<file path="src/rtl/huffman_decoder_canon.sv">
// huffman_decoder_canon
//   Table-programmable canonical Huffman decoder. It accepts one code bit per
//   cycle, MSB of the code first, and walks the canonical code book one length
//   at a time. Decoded symbols go into a single-entry registered output buffer
//   with valid/ready handshaking.
//
//   The code book is written at run time through a small write port:
//     cfg_sel = 0 : count table, cfg_addr = code length 1..MAX_LEN,
//                   cfg_data = number of codes of that length
//     cfg_sel = 1 : symbol table, cfg_addr = index 0..NSYM-1,
//                   cfg_data = symbol value
//   Writes to an out-of-range address are dropped. Any write also discards a
//   partially received code.
//
//   Optional feature macro: HUFFDEC_ERR_EN
//     defined   : an invalid code (no match at MAX_LEN bits, or a matched index
//                 >= NSYM) pulses err for one cycle and emits no symbol.
//     undefined : err is tied low. A MAX_LEN miss silently restarts the walk,
//                 and an index >= NSYM emits symbol 0 with the code length.
//
// Ports
//   clk, rst              clock, asynchronous active-high reset
//   in_valid, in, in_ready  code bit stream (bit taken when valid && ready)
//   out_valid, out_ready    decoded symbol handshake
//   out_sym, out_len        decoded symbol and its code length
//   cfg_we, cfg_sel, cfg_addr, cfg_data   table write port
//   err                   one-cycle pulse on an invalid code
//
// States
//   state  | meaning
//   IDLE   | no code bits held (len = 0)
//   ACC    | partial code held, len bits received

module huffman_decoder_canon #(
  parameter int MAX_LEN = 8,
  parameter int NSYM    = 18,
  parameter int SYM_W   = 6,
  localparam int LEN_W  = $clog2(MAX_LEN + 1),
  localparam int ADDR_W = $clog2(((MAX_LEN + 1) > NSYM) ? (MAX_LEN + 1) : NSYM),
  localparam int WALK_W = MAX_LEN + 1
) (
  input  logic              clk,
  input  logic              rst,
  input  logic              in_valid,
  input  logic              in,
  output logic              in_ready,
  output logic              out_valid,
  input  logic              out_ready,
  output logic [SYM_W-1:0]  out_sym,
  output logic [LEN_W-1:0]  out_len,
  input  logic              cfg_we,
  input  logic              cfg_sel,
  input  logic [ADDR_W-1:0] cfg_addr,
  input  logic [SYM_W-1:0]  cfg_data,
  output logic              err
);

  typedef enum logic {
    S_IDLE = 1'b0,
    S_ACC  = 1'b1
  } state_t;

  state_t state, nxt_state;

  logic [WALK_W-1:0] code, nxt_code;
  logic [WALK_W-1:0] first, nxt_first;
  logic [WALK_W-1:0] index, nxt_index;
  logic [LEN_W-1:0]  len, nxt_len;

  logic [SYM_W-1:0] count_tab [1:MAX_LEN];
  logic [SYM_W-1:0] sym_tab   [0:NSYM-1];

  logic              accept;
  logic [LEN_W-1:0]  cur_l;
  logic [WALK_W-1:0] cnt;
  logic [WALK_W-1:0] code_b;
  logic [WALK_W-1:0] diff;
  logic [WALK_W-1:0] sym_idx;
  logic              hit;
  logic              idx_ok;
  logic              at_max;
  logic [SYM_W-1:0]  sym_val;
  logic              load_out;

  logic [31:0] addr_ext;
  logic        cnt_addr_ok;
  logic        sym_addr_ok;

  // Bits are refused while the table is being written or while the output
  // buffer is full and not being drained.
  assign in_ready = !cfg_we && !(out_valid && !out_ready);
  assign accept   = in_valid && in_ready;

  assign addr_ext    = 32'(cfg_addr);
  assign cnt_addr_ok = (addr_ext >= 32'd1) && (addr_ext <= 32'(MAX_LEN));
  assign sym_addr_ok = addr_ext < 32'(NSYM);

  // Canonical walk for the bit currently offered. The subtraction wraps when
  // code' < first, which makes it compare as a miss, as intended.
  always_comb begin
    cur_l   = (state == S_IDLE) ? LEN_W'(1) : len + LEN_W'(1);
    cnt     = WALK_W'(count_tab[cur_l]);
    code_b  = code | WALK_W'(in);
    diff    = code_b - first;
    hit     = diff < cnt;
    sym_idx = index + diff;
    idx_ok  = 32'(sym_idx) < 32'(NSYM);
    at_max  = cur_l == LEN_W'(MAX_LEN);
    sym_val = idx_ok ? sym_tab[sym_idx] : '0;
  end

`ifdef HUFFDEC_ERR_EN
  logic err_set;
`endif

  always_comb begin
    nxt_state = state;
    nxt_code  = code;
    nxt_first = first;
    nxt_index = index;
    nxt_len   = len;
    load_out  = 1'b0;
`ifdef HUFFDEC_ERR_EN
    err_set   = 1'b0;
`endif

    if (cfg_we) begin
      nxt_state = S_IDLE;
      nxt_code  = '0;
      nxt_first = '0;
      nxt_index = '0;
      nxt_len   = '0;
    end else if (accept) begin
      if (hit || at_max) begin
        nxt_state = S_IDLE;
        nxt_code  = '0;
        nxt_first = '0;
        nxt_index = '0;
        nxt_len   = '0;
`ifdef HUFFDEC_ERR_EN
        if (hit && idx_ok) begin
          load_out = 1'b1;
        end else begin
          err_set = 1'b1;
        end
`else
        // Out-of-range index emits symbol 0 (sym_val is forced to 0).
        load_out = hit;
`endif
      end else begin
        nxt_state = S_ACC;
        nxt_index = index + cnt;
        nxt_first = (first + cnt) << 1;
        nxt_code  = code_b << 1;
        nxt_len   = cur_l;
      end
    end
  end

  always_ff @(posedge clk or posedge rst) begin
    if (rst) begin
      state <= S_IDLE;
      code  <= '0;
      first <= '0;
      index <= '0;
      len   <= '0;
    end else begin
      state <= nxt_state;
      code  <= nxt_code;
      first <= nxt_first;
      index <= nxt_index;
      len   <= nxt_len;
    end
  end

  // Output buffer: a fresh completion wins over the drain, so a same-cycle
  // reload keeps out_valid high.
  always_ff @(posedge clk or posedge rst) begin
    if (rst) begin
      out_valid <= 1'b0;
      out_sym   <= '0;
      out_len   <= '0;
    end else if (load_out) begin
      out_valid <= 1'b1;
      out_sym   <= sym_val;
      out_len   <= cur_l;
    end else if (out_ready) begin
      out_valid <= 1'b0;
    end
  end

`ifdef HUFFDEC_ERR_EN
  always_ff @(posedge clk or posedge rst) begin
    if (rst) begin
      err <= 1'b0;
    end else begin
      err <= err_set;
    end
  end
`else
  assign err = 1'b0;
`endif

  always_ff @(posedge clk or posedge rst) begin
    if (rst) begin
      for (int i = 1; i <= MAX_LEN; i++) begin
        count_tab[i] <= '0;
      end
    end else if (cfg_we && !cfg_sel && cnt_addr_ok) begin
      count_tab[cfg_addr[LEN_W-1:0]] <= cfg_data;
    end
  end

  always_ff @(posedge clk or posedge rst) begin
    if (rst) begin
      for (int i = 0; i < NSYM; i++) begin
        sym_tab[i] <= '0;
      end
    end else if (cfg_we && cfg_sel && sym_addr_ok) begin
      sym_tab[cfg_addr] <= cfg_data;
    end
  end

endmodule

</file>
<file path="config.mk">
export PLATFORM = sky130hd
export DESIGN_NAME = huffman_decoder_canon
export DESIGN_NICKNAME = d
export VERILOG_FILES = /design/src/rtl/huffman_decoder_canon.sv
export SDC_FILE = /design/constraint.sdc
export NUM_CORES = 1
export LEC_CHECK = 0
export ABC_CLOCK_PERIOD_IN_PS = 18200
export BUFFER_PORTS_ARGS = -buffer_cell sky130_fd_sc_hd__buf_2
export CAP_MARGIN = 15
export CORE_MARGIN = 4
export CORE_UTILIZATION = 30
export DETAILED_ROUTE_END_ITERATION = 7
export HOLD_SLACK_MARGIN = 0.1
export SLEW_MARGIN = 20
export SYNTH_ARGS = -nofsm -noshare
export SYNTH_HDL_FRONTEND = slang
export SYNTH_SLANG_ARGS = --single-unit
</file>
<file path="constraint.sdc">
create_clock -name clk -period 18.2 [get_ports clk]
set_clock_uncertainty 0.05 [all_clocks]
set_input_delay 2.73 -clock clk [delete_from_list [all_inputs] [get_ports clk]]
set_output_delay 2.73 -clock clk [all_outputs]
set_load 0.01 [all_outputs]
</file>
## Word level (Yosys, flattened, before mapping)

Cells that the tools add are included.

- Flip-flop bits (word level): 199
- Latch bits: 0
- Bits in writable memories: 0
- Memory bits (read-only): 0
- Bits of input ports: 18
- Output and inout bits: 13
- Logic and storage cells: 107
- Memories: 0

- $add $sub $neg: 5
- Multipliers: 0
- Div/mod/pow operators: 0
- Magnitude comparators: 11
- Equal/unequal tests: 1
- Shifts and indexed selects: 0
- Multiplexer cells: 34
- Bitwise gates (word level): 5
- Reductions and logical operators: 17

Operators with widths:

| operator | count |
|---|---|
| $bwmux W108 | 1 |
| $mux W9 | 9 |
| $bwmux W48 | 1 |
| $mux W6 | 7 |
| $bmux W6 S5 | 1 |
| $demux W6 S5 | 1 |
| $bmux W6 S4 | 1 |
| $demux W6 S4 | 1 |
| $mux W4 | 4 |
| $ge A10 B6 Y1 const B | 1 |
| $ge A5 B5 Y1 const B | 2 |
| $logic_and A1 B1 Y1 | 10 |
| $not A4 Y5 | 2 |
| $not A9 Y10 | 1 |
| $add A9 B6 Y9 | 1 |
| $add A9 B9 Y9 | 1 |
| $lt A9 B5 Y1 const B | 1 |
| $lt A9 B6 Y1 | 1 |
| $or A9 B1 Y9 | 1 |
| $sub A9 B9 Y9 | 1 |
| $add A8 B6 Y8 | 1 |
| $mux W1 | 8 |
| $ge A6 B6 Y1 const B | 1 |
| $lt A6 B1 Y1 const B | 1 |
| other kinds (10) | 14 |

## Longest topological paths before layout

Gate-level depths: netlist of the first run.

- Depth in word-level cells: 12
- Mapped depth: 18

## Worst setup path after synthesis of the first run

No wires, ideal clock.

- Kind: in2out
- Start point: input port cfg_we
- End point: output port in_ready
- Data arrival time: 3.163 ns
- Path slack: 12.257 ns
- Cell stages on the path: 2
- Buffers on the path: 1
- Cell sequence: clkbuf_1 > a21oi_1

- Longest elaborated chain between the ends: 2

RTL lines:

| what | RTL line | text |
|---|---|---|
| from (decl) | 51 | `input logic cfg_we,` |
| $logic_not A1 Y1 | 91 | `assign in_ready = !cfg_we && !(out_valid && !out_ready);` |
| $logic_and A1 B1 Y1 | 91 |  |
| to (decl) | 46 | `output logic in_ready,` |

Every way passes these cells.

## Worst setup path after layout of the first run

Same ends and word-level chain as after synthesis.

==> flow_summary.toml, run 1 <==
[clocking]
cts_setup_buffers = 0
numCtsBuffers = 17
cts_resized = 0
insertion_delay_ns = 0.45
htree_levels = 4
clock_path_buffers = 2
cts_tree = "yes"
clk_pin_slew_worst_paths_ns = 0.07
holdBufCountCts = 0
root_buffer = "clkbuf_16"
cts.sinks = 197

[sta]
slew_viol_final = 0
tns_ns = 0
worst_slew_pin_slew_ns = 1.02
layout_min_cycle_time_ns = 6.08
relSlewSlack_pct = 31.5
finalSetupViolCount = 0
finalHoldViolCount = 0
max_freq_mhz = 164
rsz0062_at_grt = "no"
finalCritPeriodShare_pct = 33.4

[die]
initial_core_util_pct = 30.6
die_w_um = 193
rows = 67
die_h_um = 193
die_area_um2 = 37400
ios = 31
core-area_um2 = 33700

[global_routing]
grt_pass1_wl_mm = 38.5
grt_max_degree = 131
grt_use_total_pct = 12.8
grt_pass1_vias = 6820
grt.overflow.total = 0
antenna_found_initial = 4

[logic_synthesis]
synth_edf_count = 0
synthFlopType = "dfrtp_1"
syn_area_um2 = 10300
yosys_register_bits = 197
yosys.area.top_type_share_pct = 47.9
async_reset_ff_share_pct = 100
synth_nets = 877
ys_seq_area_share_pct = 47.9
synth_cell_types = 65
syn_inst = 823
synth_most_common_cell = "dfrtp_1"
yosys.area.top_type = "dfrtp_1"
ys_warn_count = 0
syn_avg_cell_area_um2 = 12.5
netlist_top_cells_area = "dfrtp_1 (48%), mux2_2 (18%), mux4_2 (5.5%), ha_1 (3.9%), a32o_1 (2.2%)"
ys_top_cells_by_count = "dfrtp_1 (197), mux2_2 (163), nand2_1 (52)"

[drt]
routedWlPerCell_um = 18.0
drc_errors = 0
wl_mm = 23.4
first_iter_violations = 422
viasPerCell = 5.03
first_pass_iters = 4
via_count = 6533
ant_nets = 0

[worst_setup_path]
critical_path_buf_inv_count = 2
cp.arrival_ns = 3.30
crit_family = "buffers and inverters"
crit_path_end_kind = "output pin"
crit_type = "in2out"
cp_cell_sequence = "buf_2, a21oi_1, buf_2"
worstPathRequired_ns = 15.42
critPathSlowestCell = "buf_2"
cpMostUsedCell = "buf_2"
critPathMaxFanout = 9
worstSetupStartpointType = "input port"
worst_path_largest_cell_delay_ns = 0.20

[cells_and_area]
multi_input_area_um2 = 5060
final_area_um2 = 11500
syn2layout_area_growth_pct = 11.6
regArea_um2 = 4930
nNetsFinal = 890
drive_gt1_share_pct = 31.4
fillers = 3366

[place]
place.gp.congestion = 0.780
io_buffer_count = 29
place_hpwl_mm = 15.7
dpl_cell_area_um2 = 10900

[outcome]
outcome = "finished, final reports clean"

[hold_path]
min_path_type = "reg2reg"

[flow_run]
cap_violations = 0

[power_and_ir_drop]
powerDensity_nw_per_um2 = 165
irDropWorstVdd_mv = 0.0935
p_leak_nw = 5.31
-- logic make-up after synthesis --
family | count (synthesis) | share of synthesized area, %
xor gates and xnor gates | 18 | 1.68
other | 1 | 0.0364
muxes | 211 | 25.6
buffers and inverters | 76 | 3.04
DFF | 197 | 47.9
AOI/OAI and AO/OA | 135 | 10.2
adders and majority gates | 36 | 4.66
and+or+nand+nor | 149 | 6.95
-- where the power goes --
group / internal [mW] / total [mW] / switching, mW
Clock: 0.223 / 0.393 / 0.169
Combinational: 0.397 / 0.955 / 0.558
Sequential: 0.500 / 0.547 / 0.0471
Total: 1.12 / 1.90 / 0.774
-- state kept, by name (all words and copies together) (netlist names) --
signal / cells
len: 4
state: 1
out_valid: 1
index: 9
out_len: 4
out_sym: 6
code: 8
sym_tab: 108
first: 8
count_tab: 48
-- placed cells by master, fill, tap and decap left out, types with 4 or more instances in the layout --
cell type and count:
a32o_1 23, buf_4 7, nand2_1 52, clkbuf_16 17, nand3_1 14, mux2_2 163
nor2_1 33, xor2_1 7, o21bai_1 4, ha_1 31, and2_1 6, clkinv_2 4
o31ai_1 9, xnor2_1 10, buf_2 29, a21oi_1 20, inv_1 33, nand2b_1 4
a22o_1 7, o21a_1 4, dfrtp_1 197, nor3_1 7, fa_1 4, and3_1 6
nand4_1 6, a21o_1 8, mux2i_1 22, o21ai_0 14, a22oi_1 8, mux4_2 25
nor2b_1 8, o211ai_1 8
-- final timing paths --
path	from	end	slack [ns]	depth (start not counted)
hold reg to reg	out_sym[0]	out_sym[0]	0.43	2
setup / recovery	cfg_we	in_ready	12.12	3
min in group asynchronous	rst	sym_tab[78]	2.45	2
max in group asynchronous	rst	count_tab[36]	14.23	3
setup reg to reg	len[0]	out_len[0]	12.68	14
hold / removal	out_sym[0]	out_sym[0]	0.43	2
-- tightest hold or removal path, cell delays in order, from the launching register on --
cell	delay (ns)
dfrtp_1	0.35
nand2_1	0.05
o31ai_1	0.05
-- layer usage --
| metal | vias up | GRT usage [%] | part of all wire [%] |
|---|---|---|---|
| met5 | - | 0 | 0.090 |
| li1 | 3074 | - | - |
| met3 | 24 | 2.82 | 3.4 |
| met4 | 4 | 3.57 | 1.4 |
| met1 | 3343 | 17.3 | 47 |
| met2 | 88 | 20.9 | 48 |
-- metrics by stage --
step	total power, mW	std cells	worst slack (ns)	hold WS [ns]	util (%)
2_1_floorplan	1.28	823	10.05	0.416	-
3_3_place_gp	1.50	1265	12.13	0.410	32.3
3_5_place_dp	1.51	1265	12.12	0.417	32.3
4_1_cts	1.91	1297	12.11	0.434	34.1
5_1_grt	2.04	1299	12.03	0.459	34.1
6_report	1.90	1299	12.12	0.428	34.1
-- cell type report --
type | count | area share, %
clock buffer | 20 | 3.97
inverter | 34 | 1.18
timing repair buffer | 36 | 1.72
tap | 448 | 4.87
sequential | 197 | 42.9
multi-input combinational | 550 | 44.0
clock inverter | 12 | 1.32
antenna | 2 | 0.0435
No activity file was read; power rests on OpenSTA's default activity.
==> run 2, diff against run 1 <==
ABC_CLOCK_PERIOD_IN_PS = 5400   (was 18200)
clock period = 5.4 ns   (was 18.2 ns; I/O delays follow)
==> flow_summary.toml, run 2 (synthesis results as in run 1) <==
[outcome]
outcome = "finished, final reports clean"

[global_routing]
grt.overflow.total = 0
grt_max_degree = 150
antenna_found_initial = 6
grt_pass1_vias = 6849
use_met3_pct = 2.82
grt.busiest_layer = "met2"
grt_use_total_pct = 12.9
grt_use_met1_pct = 17.3
grt_pass1_wl_mm = 38.6
grt.met2_usage_pct = 21.1

[sta]
slew_viol_final = 0
finalSetupViolCount = 0
finalCritPeriodShare_pct = 84.5
finalHoldViolCount = 0
hold_slack_ns = 0.429
relSlewSlack_pct = 31.5
worst_slew_pin_slew_ns = 1.03
rsz0062_at_grt = "no"
layout_min_cycle_time_ns = 4.57
max_freq_mhz = 219
tns_ns = 0

[clocking]
cts.sinks = 197
cts_resized = 0
clk_pin_slew_worst_paths_ns = 0.07
htree_levels = 4
insertion_delay_ns = 0.44
clock_path_buffers = 2
numCtsBuffers = 17
root_buffer = "clkbuf_16"
cts_setup_buffers = 0
holdBufCountCts = 0
cts_tree = "yes"

[cells_and_area]
fillers = 3349
reg.largest.list = "sym_tab (108), count_tab (48), index (9)"
largest_register_ffs = 108
final_area_um2 = 11500
syn2layout_area_growth_pct = 11.4
layout_commonest_cell = "dfrtp_1"
top_register = "sym_tab"
regArea_um2 = 4930
multi_input_area_um2 = 5070
layout_common_cells = "dfrtp_1 (197), mux2_2 (163), nand2_1 (52)"
fin_util_pct = 34.1
nNetsFinal = 892
drive_gt1_share_pct = 31.5

[place]
place.gp.congestion = 0.829
io_buffer_count = 29
place_hpwl_mm = 16.7
dpl_cell_area_um2 = 10900

[worst_setup_path]
cp.arrival_ns = 4.86
rr_startpoint = "len[0]"
critPathSlowestCell = "ha_1"
worst_path_largest_cell_delay_ns = 0.60
cp_cell_sequence = "buf_4, ha_1, nand2_1, o22a_1, o22ai_1, nand2_1, a32o_1, inv_1, ha_1, and3_1, a221oi_1, o31ai_1, a211oi_4, nand4_1, buf_4, o31ai_1"
crit_type = "reg2reg"
crit_start = "len[0]"
worstPathRequired_ns = 5.69
crit_path_end_kind = "register"
crit_family = "compound AO/OA/AOI/OAI gates"
critical_path_buf_inv_count = 3
critPathMaxFanout = 19
worstSetupStartpointType = "register"

[drt]
first_iter_violations = 422
via_count = 6679
viasPerCell = 5.13
drc_errors = 0
ant_nets = 0
wl_mm = 23.9
routedWlPerCell_um = 18.3
first_pass_iters = 5

[die]
ios = 31
initial_core_util_pct = 30.6
core-area_um2 = 33700
die_w_um = 193
die_area_um2 = 37400
die_h_um = 193
rows = 67

[power_and_ir_drop]
irDropWorstVdd_mv = 0.409
p_leak_nw = 5.29
powerDensity_nw_per_um2 = 551

[hold_path]
hp-start = "out_sym[5]"
min_path_type = "reg2reg"

[flow_run]
cap_violations = 0
==> run 2: final timing paths <==
check,to,slack (ns),cells after the start
max,out_sym[3],0.83,16
min,out_sym[5],0.43,2
max reg2reg,out_sym[3],0.83,16
min reg2reg,out_sym[5],0.43,2
max in group asynchronous,sym_tab[38],3.55,4
min in group asynchronous,sym_tab[63],0.52,3
==> run 2: area by class of cell <==
| type | instances | share of cell area, % |
|---|---|---|
| tap | 448 | 4.88 |
| antenna | 2 | 0.0436 |
| inverter | 34 | 1.14 |
| multi-input combinational | 550 | 44.2 |
| timing repair buffer | 38 | 1.96 |
| clock buffer | 20 | 3.89 |
| sequential | 197 | 43.0 |
| clock inverter | 12 | 0.959 |
==> run 2: stage by stage <==
| stage | total power [mW] | worst slack [ns] | std cells |
|---|---|---|---|
| finish | 6.32 | 0.835 | 1301 |
| global route | 6.79 | 0.456 | 1301 |
| CTS | 6.38 | 0.789 | 1299 |
| detailed placement | 5.14 | 0.799 | 1267 |
| global placement | 5.12 | 0.922 | 1267 |
| floorplan | 4.31 | 1.55 | 823 |
==> run 2: metal layers <==
layer  vias up  wire length, um
met3        27             1000
met1      3429            11100
met5         -               49
met2       127            11400
li1       3088                -
met4         8              319
==> run 2: report_power, final <==
part	total [mW]	internal (mW)	switching [mW]
clock	1.21	0.620	0.591
sequential	1.84	1.69	0.150
combinational	3.28	1.37	1.90
==> run 2: worst min-delay path: cells and delay by family (launching register included) <==
family / cells / cell delay, ns
simple gates: 1 / 0.05
flops: 1 / 0.35
compound gates: 1 / 0.05
